--- config.mk ---
export PLATFORM = sky130hd
export DESIGN_NAME = toy_fetch_redirect_ctrl
export DESIGN_NICKNAME = d
export VERILOG_FILES = /design/src/rtl/toy_fetch_redirect_ctrl_pkg.sv /design/src/rtl/toy_fetch_redirect_ctrl_arb.sv /design/src/rtl/toy_fetch_redirect_ctrl.sv
export SDC_FILE = /design/constraint.sdc
export NUM_CORES = 1
export LEC_CHECK = 0
export CAP_MARGIN = 10
export CORE_MARGIN = 4
export CORE_UTILIZATION = 39
export CTS_CLUSTER_SIZE = 30
export DETAILED_ROUTE_END_ITERATION = 16
export HOLD_SLACK_MARGIN = 0.15
export PLACE_DENSITY = 0.81
export SLEW_MARGIN = 20
export SYNTH_ARGS = -nofsm -noshare
export SYNTH_HDL_FRONTEND = slang
export SYNTH_HIERARCHICAL = 1
export SYNTH_SLANG_ARGS = --single-unit
--- constraint.sdc ---
create_clock -name clk -period 2.86 [get_ports clk]
set_input_delay 0.572 -clock clk [delete_from_list [all_inputs] [get_ports clk]]
set_output_delay 0.572 -clock clk [all_outputs]
set_load 0.02 [all_outputs]
--- src/rtl/toy_fetch_redirect_ctrl_pkg.sv ---
// Shared types and constants for the fetch redirect controller.
package toy_fetch_redirect_ctrl_pkg;

    localparam int REDIR_SRC_NUM = 3;
    localparam int ADDR_WIDTH    = 32;

    typedef enum logic [1:0] {
        IDLE     = 2'd0,
        CANCEL   = 2'd1,
        SETTLE   = 2'd2,
        REDIRECT = 2'd3
    } redir_state_e;

    typedef struct packed {
        logic [ADDR_WIDTH-1:0] pc;
    } redir_req_pkg;

endpackage

--- src/rtl/toy_fetch_redirect_ctrl_arb.sv ---
// Fixed-priority arbiter: lowest requesting index wins. Gives one-hot grant and binary index.
module toy_fixed_prio_arb #(
    parameter int N  = 3,
    parameter int IW = 2
) (
    input  logic [N-1:0]  vld_i,
    output logic [N-1:0]  gnt_o,
    output logic [IW-1:0] idx_o,
    output logic          any_o
);

    // Isolate the lowest set bit.
    assign gnt_o = vld_i & (~vld_i + N'(1));
    assign any_o = |vld_i;

    // Scan from the top so the lowest valid index is written last.
    always_comb begin
        idx_o = '0;
        for (int i = N - 1; i >= 0; i--) begin
            if (vld_i[i]) idx_o = IW'(i);
        end
    end

endmodule

--- src/rtl/toy_fetch_redirect_ctrl.sv ---
// Front-end flush sequencer for pipeline redirects: arbitrate, pulse cancel_en, stall for a
// settle window, then hand the winning PC to PC-gen. Older (lower-index) redirects preempt.
// Optional perf counters are enabled with macro TOY_FETCH_REDIRECT_PERF_EN.
module toy_fetch_redirect_ctrl
    import toy_fetch_redirect_ctrl_pkg::*;
#(
    parameter int NUM_SRC       = REDIR_SRC_NUM,
    parameter int SETTLE_CYCLES = 2
) (
    input  logic                               clk,
    input  logic                               rst_n,
    input  logic [NUM_SRC-1:0]                 v_redir_req_vld,
    output logic [NUM_SRC-1:0]                 v_redir_req_rdy,
    input  logic [NUM_SRC-1:0][ADDR_WIDTH-1:0] v_redir_req_pc,
    output logic                               cancel_en,
    output logic                               fetch_stall,
    output logic                               pc_redir_vld,
    input  logic                               pc_redir_rdy,
    output logic [ADDR_WIDTH-1:0]              pc_redir_pc,
    output logic                               busy
`ifdef TOY_FETCH_REDIRECT_PERF_EN
    ,
    output logic [NUM_SRC-1:0][31:0]           v_perf_redir_cnt,
    output logic [31:0]                        perf_squash_cnt
`endif
);

    localparam int IW = (NUM_SRC > 1) ? $clog2(NUM_SRC) : 1;
    localparam int CW = (SETTLE_CYCLES > 0) ? $clog2(SETTLE_CYCLES + 1) : 1;
    localparam logic [CW-1:0] SETTLE_LOAD = (SETTLE_CYCLES > 0) ? CW'(SETTLE_CYCLES - 1) : '0;

    redir_state_e  state_q, state_d;
    logic [IW-1:0] active_src_q, active_src_d;
    redir_req_pkg  active_q, active_d;
    logic [CW-1:0] settle_cnt_q, settle_cnt_d;

    logic [NUM_SRC-1:0] gnt;
    logic [IW-1:0]      g_idx;
    logic               g_any;
    logic               accept;
    logic [IW-1:0]      ref_src;
    logic               ref_vld;
    logic [NUM_SRC-1:0] squash;

    toy_fixed_prio_arb #(.N(NUM_SRC), .IW(IW)) u_arb (
        .vld_i (v_redir_req_vld),
        .gnt_o (gnt),
        .idx_o (g_idx),
        .any_o (g_any)
    );

    // A winner is taken when idle, or when it is at least as old as the one in flight.
    assign accept  = g_any && ((state_q == IDLE) || (g_idx <= active_src_q));
    assign ref_src = accept ? g_idx : active_src_q;
    assign ref_vld = accept || (state_q != IDLE);

    // Anything younger than the accepted/active redirect is on a wrong path: squash it.
    always_comb begin
        squash = '0;
        for (int i = 0; i < NUM_SRC; i++) begin
            squash[i] = v_redir_req_vld[i] && ref_vld && (IW'(i) > ref_src);
        end
    end

    assign v_redir_req_rdy = (accept ? gnt : '0) | squash;

    // Next state: accept always restarts at CANCEL, including on a REDIRECT handshake cycle.
    always_comb begin
        state_d      = state_q;
        active_src_d = active_src_q;
        active_d     = active_q;
        settle_cnt_d = settle_cnt_q;
        if (accept) begin
            state_d      = CANCEL;
            active_src_d = g_idx;
            active_d.pc  = v_redir_req_pc[g_idx];
        end else begin
            unique case (state_q)
                IDLE:     state_d = IDLE;
                CANCEL: begin
                    settle_cnt_d = SETTLE_LOAD;
                    state_d      = (SETTLE_CYCLES == 0) ? REDIRECT : SETTLE;
                end
                SETTLE: begin
                    if (settle_cnt_q == '0) state_d = REDIRECT;
                    else                    settle_cnt_d = settle_cnt_q - CW'(1);
                end
                REDIRECT: if (pc_redir_rdy) state_d = IDLE;
                default:  state_d = IDLE;
            endcase
        end
    end

    // State and tracking registers.
    always_ff @(posedge clk or negedge rst_n) begin
        if (!rst_n) begin
            state_q      <= IDLE;
            active_src_q <= '0;
            active_q     <= '0;
            settle_cnt_q <= '0;
        end else begin
            state_q      <= state_d;
            active_src_q <= active_src_d;
            active_q     <= active_d;
            settle_cnt_q <= settle_cnt_d;
        end
    end

    assign cancel_en    = (state_q == CANCEL);
    assign fetch_stall  = (state_q != IDLE);
    assign busy         = fetch_stall;
    assign pc_redir_vld = (state_q == REDIRECT);
    assign pc_redir_pc  = active_q.pc;

`ifdef TOY_FETCH_REDIRECT_PERF_EN
    logic [NUM_SRC-1:0][31:0] perf_redir_q;
    logic [31:0]              perf_squash_q;
    logic [31:0]              n_squash;
    logic [32:0]              squash_sum;

    // Number of requests squashed this cycle.
    always_comb begin
        n_squash = '0;
        for (int i = 0; i < NUM_SRC; i++) n_squash = n_squash + 32'(squash[i]);
    end

    assign squash_sum = {1'b0, perf_squash_q} + {1'b0, n_squash};

    // Saturating accept and squash counters.
    always_ff @(posedge clk or negedge rst_n) begin
        if (!rst_n) begin
            perf_redir_q  <= '0;
            perf_squash_q <= '0;
        end else begin
            if (accept && (perf_redir_q[g_idx] != '1))
                perf_redir_q[g_idx] <= perf_redir_q[g_idx] + 32'd1;
            perf_squash_q <= squash_sum[32] ? '1 : squash_sum[31:0];
        end
    end

    assign v_perf_redir_cnt = perf_redir_q;
    assign perf_squash_cnt  = perf_squash_q;
`else
    // No perf state in this build.
`endif

endmodule

==> flow_summary.rst <==
.. list-table::
   :header-rows: 1

   * - Metric
     - Value
   * - Outcome
     - finished, final reports clean
   * - Cell type contributing the most total cell area after synthesis
     - sky130_fd_sc_hd__dfrtp_1
   * - Req. time, crit path
     - 2290 ps
   * - Number of maximum-capacitance violations
     - 0
   * - Avg Inst Size Synth
     - 10.8 µm²
   * - Share of Yosys cell area claimed by the top area cell type
     - 37.1%
   * - H-tree depth reported by CTS
     - 2
   * - Final hold violation count
     - 0
   * - First-pass detailed-route iteration total
     - 4
   * - Nets in the synthesized netlist
     - 347
   * - EDFF count, synth
     - 0
   * - Via count of the first global-routing pass
     - 2468
   * - Ys async rst share
     - 100%
   * - Area added between synthesis and finish
     - 65.9%
   * - Clock latency on the worst-skew pair
     - 280 ps
   * - TritonCTS clock tree
     - done
   * - Drt via density
     - 4.98
   * - Dominant combinational cell family by area after synthesis
     - multiplexers
   * - Maximum number of pins on one net before global-route repair
     - 39
   * - Antenna Violating Nets Remaining
     - 0
   * - Horizontal die dimension
     - 89.0 µm
   * - Main area contributors after synthesis
     - sky130_fd_sc_hd__dfrtp_1, sky130_fd_sc_hd__mux2_4, sky130_fd_sc_hd__mux2i_1
   * - Worst hold path type
     - primary input to async pin
   * - Overall via count from detail_route
     - 2305
   * - Final instance count without filler cells
     - 463
   * - GRT Total Usage
     - 18.5%
   * - Port-buffer cells
     - 140
   * - Startpoint kind of the worst setup timing path
     - primary input
   * - Final Wtd Congestion
     - 0.828
   * - Worst max-slew margin expressed relative to the limit
     - 44.5%
   * - Highest ir drop seen on vdd
     - 467 µV
   * - Final critical path time including I/O delays and setup
     - 2770 ps
   * - Global-route congestion overflow total
     - 0
   * - Number of nets in the layout
     - 496
   * - Total wire length
     - 7450 µm
   * - Starting utilization of the core area
     - 40.3%
   * - Max frequency
     - 361 MHz
   * - Root buffer cell
     - sky130_fd_sc_hd__clkbuf_8
   * - Quantity of hold-fixing buffers added after cts
     - 0
   * - Global-route wire length before repair
     - 11500 µm
   * - CP Cell Sequence
     - dlygate4sd2_1 > buf_4 > or3_1 > nand2b_1 > a31oi_1 > mux2i_4 > buf_6
   * - Number of rows created at floorplan
     - 29
   * - Adder-Cell Fraction of Synth Area
     - 3.42%
   * - Clk sink count
     - 38
   * - Post-synthesis mux area share
     - 32.3%
   * - Final clock skew
     - 2.84 ps
   * - Number of filler instances in the final layout
     - 509
   * - Share of synthesized area occupied by flip-flops and latches
     - 37.1%
   * - Count of inserted antenna diode cells
     - 0
   * - Detailed-route wire length per cell
     - 16.1 µm
   * - Number of DRC violations after detailed routing
     - 0
   * - Kind of critical path
     - primary input to output port
   * - Core area
     - 0.00635 mm²
   * - Count of pins on the block boundary
     - 141
   * - Leakage
     - 1.79 nW
   * - #FFs+latches synth
     - 38
   * - Placed cell count
     - 453
   * - Unrepaired setup endpoints after global routing
     - no
   * - Count of warnings emitted by yosys
     - 6
   * - Ratio of total power to cell area
     - 774 mW/mm²
   * - Xor/xnor share of the synthesized area
     - 0%
   * - Fraction of layout cells with a size suffix above 1
     - 19.9%
   * - Setup WS post-layout
     - 88.6 ps
   * - Area of the die
     - 0.00792 mm²
   * - Count of pins over their slew limit
     - 0
   * - Final cycle utilization of the critical path
     - 96.9%
   * - Number of buffers between clock root and the deepest sink
     - 2
   * - Instance count of the mapped netlist
     - 238
   * - Worst setup EP type
     - output port
   * - Detailed placement HPWL
     - 5770 µm
   * - Synth cell count leaders
     - sky130_fd_sc_hd__dfrtp_1, sky130_fd_sc_hd__mux2i_1, sky130_fd_sc_hd__nand2_1, sky130_fd_sc_hd__mux2_4, sky130_fd_sc_hd__o21ai_0
   * - Die height
     - 89.0 µm
   * - Most common cell in the synthesized netlist
     - sky130_fd_sc_hd__dfrtp_1
   * - Data arrival time of the worst path
     - 2200 ps
   * - Iteration-0 DRC count of the detailed router
     - 37
   * - Post-synth top flop
     - sky130_fd_sc_hd__dfrtp_1
   * - Worst Tran Pin Value
     - 833 ps
   * - Unique cell type count in the Yosys netlist
     - 35
   * - Final-report setup violation count
     - 0
   * - Slowest library cell on the worst path
     - sky130_fd_sc_hd__or3_1
   * - Synth Area in Compound Gates
     - 10.3%
   * - Synth Area in Simple Gates
     - 9.73%
   * - Clock buffer count from CTS
     - 5
   * - Number of antenna violations at the first check in global routing
     - 0
   * - Critical Path Fanout Max
     - 4
   * - CP max stage delay
     - 350 ps
   * - Post-placement worst setup slack
     - -678 ps
   * - Netlist Area Pre-Place
     - 0.00256 mm²
   * - Clock-pin slew reported for the worst setup and hold paths after clock tree synthesis
     - 70 ps
-- flip-flops by register name (all words and copies together), names as in the netlist --
name	flops
pc_redir_pc	32
state_q	2
settle_cnt_q	2
active_src_q	2
-- path summary, 6_finish.rpt --
| path | cells past startpoint | slack (ps) | endpoint | from |
|---|---|---|---|---|
| max | 7 | 90 | v_redir_req_rdy[2] | v_redir_req_vld[0] |
| min | 1 | 380 | pc_redir_pc[20]$_DFFE_PN0P_ | rst_n |
| max reg2reg | 8 | 810 | pc_redir_pc[19]$_DFFE_PN0P_ | active_src_q[1]$_DFF_PN0_ |
| min reg2reg | 1 | 510 | pc_redir_pc[22]$_DFFE_PN0P_ | pc_redir_pc[22]$_DFFE_PN0P_ |
| max in group asynchronous | 1 | 1940 | pc_redir_pc[14]$_DFFE_PN0P_ | rst_n |
| min in group clk | 1 | 510 | pc_redir_pc[22]$_DFFE_PN0P_ | pc_redir_pc[22]$_DFFE_PN0P_ |
-- routing by layer --
layer | GRT usage, % | share of wire, %
met1 | 20.2 | 37
met2 | 34.1 | 52
met3 | 6.27 | 9.0
met4 | 5.28 | 2.2
met5 | 0 | 0
-- area by class of cell --
class | instances | area (µm²) | share of cell area [%]
repair buffers | 160 | 1600 | 37.6
flip-flops and latches | 38 | 951 | 22.4
well taps | 77 | 96.3 | 2.27
inverters | 10 | 37.5 | 0.884
clock buffers | 6 | 82.6 | 1.94
multi-input cells | 172 | 1480 | 34.9
-- placed cells by master (no fill, tap or decap), types with 6 or more instances in the layout --
cell type | synthesis | layout
sky130_fd_sc_hd__clkdlybuf4s50_1 | 0 | 133
sky130_fd_sc_hd__dfrtp_1 | 38 | 38
sky130_fd_sc_hd__mux2i_1 | 35 | 33
sky130_fd_sc_hd__nand2_1 | 34 | 33
sky130_fd_sc_hd__mux2_4 | 28 | 28
sky130_fd_sc_hd__o21ai_0 | 27 | 27
sky130_fd_sc_hd__buf_4 | 3 | 15
sky130_fd_sc_hd__inv_1 | 10 | 10
sky130_fd_sc_hd__o21ai_1 | 7 | 7
sky130_fd_sc_hd__ha_1 | 7 | 7
sky130_fd_sc_hd__clkbuf_8 | 0 | 6
-- per-stage QoR --
step | hold WS [ps] | util [%] | total power (W) | setup TNS (ps) | instance area (µm²)
after detailed placement | 492 | 64.8 | 0.00293 | -2460 | 4120
final | 385 | 66.9 | 0.00329 | 0 | 4250
after global routing | 460 | 66.9 | 0.00347 | 0 | 4250
after global placement | 490 | 64.8 | 0.00288 | -1650 | 4120
after CTS | 420 | 66.8 | 0.00332 | 0 | 4240
after floorplan | 276 | - | 0.00211 | 0 | 2590
-- critical path, delay by kind of cell --
| family | cells | cell delay (ps) |
|---|---|---|
| and+or+nand+nor | 2 | 580 |
| muxes | 1 | 110 |
| buffers and inverters | 3 | 620 |
| AOI/OAI and AO/OA | 1 | 310 |
-- cell families (layout without fill, tap and decap cells) --
group | Yosys count | in the layout
AO/OA/AOI/OAI | 45 | 45
adder cells (fa/ha/maj) | 7 | 7
buffers and inverters | 28 | 176
flip-flops | 38 | 38
multiplexers | 68 | 68
AND/OR/NAND/NOR | 52 | 52
-- power by group --
group          leakage [nW]  internal, W  switching, W
Combinational          1.29      0.00113      0.000889
Sequential            0.455     0.000770      0.000141
Clock                0.0431     0.000186      0.000169
-- repair_timing --
action / 4_1_cts / 5_1_grt
cloned: 0 / 0
endpoints found under the hold margin: 0 / 0
setup endpoints to repair: 3 / 15
resized for setup: 23 / 4
setup buffers: 4 / 0
pin swaps: 5 / 0
(Power assumes the default switching activity.)
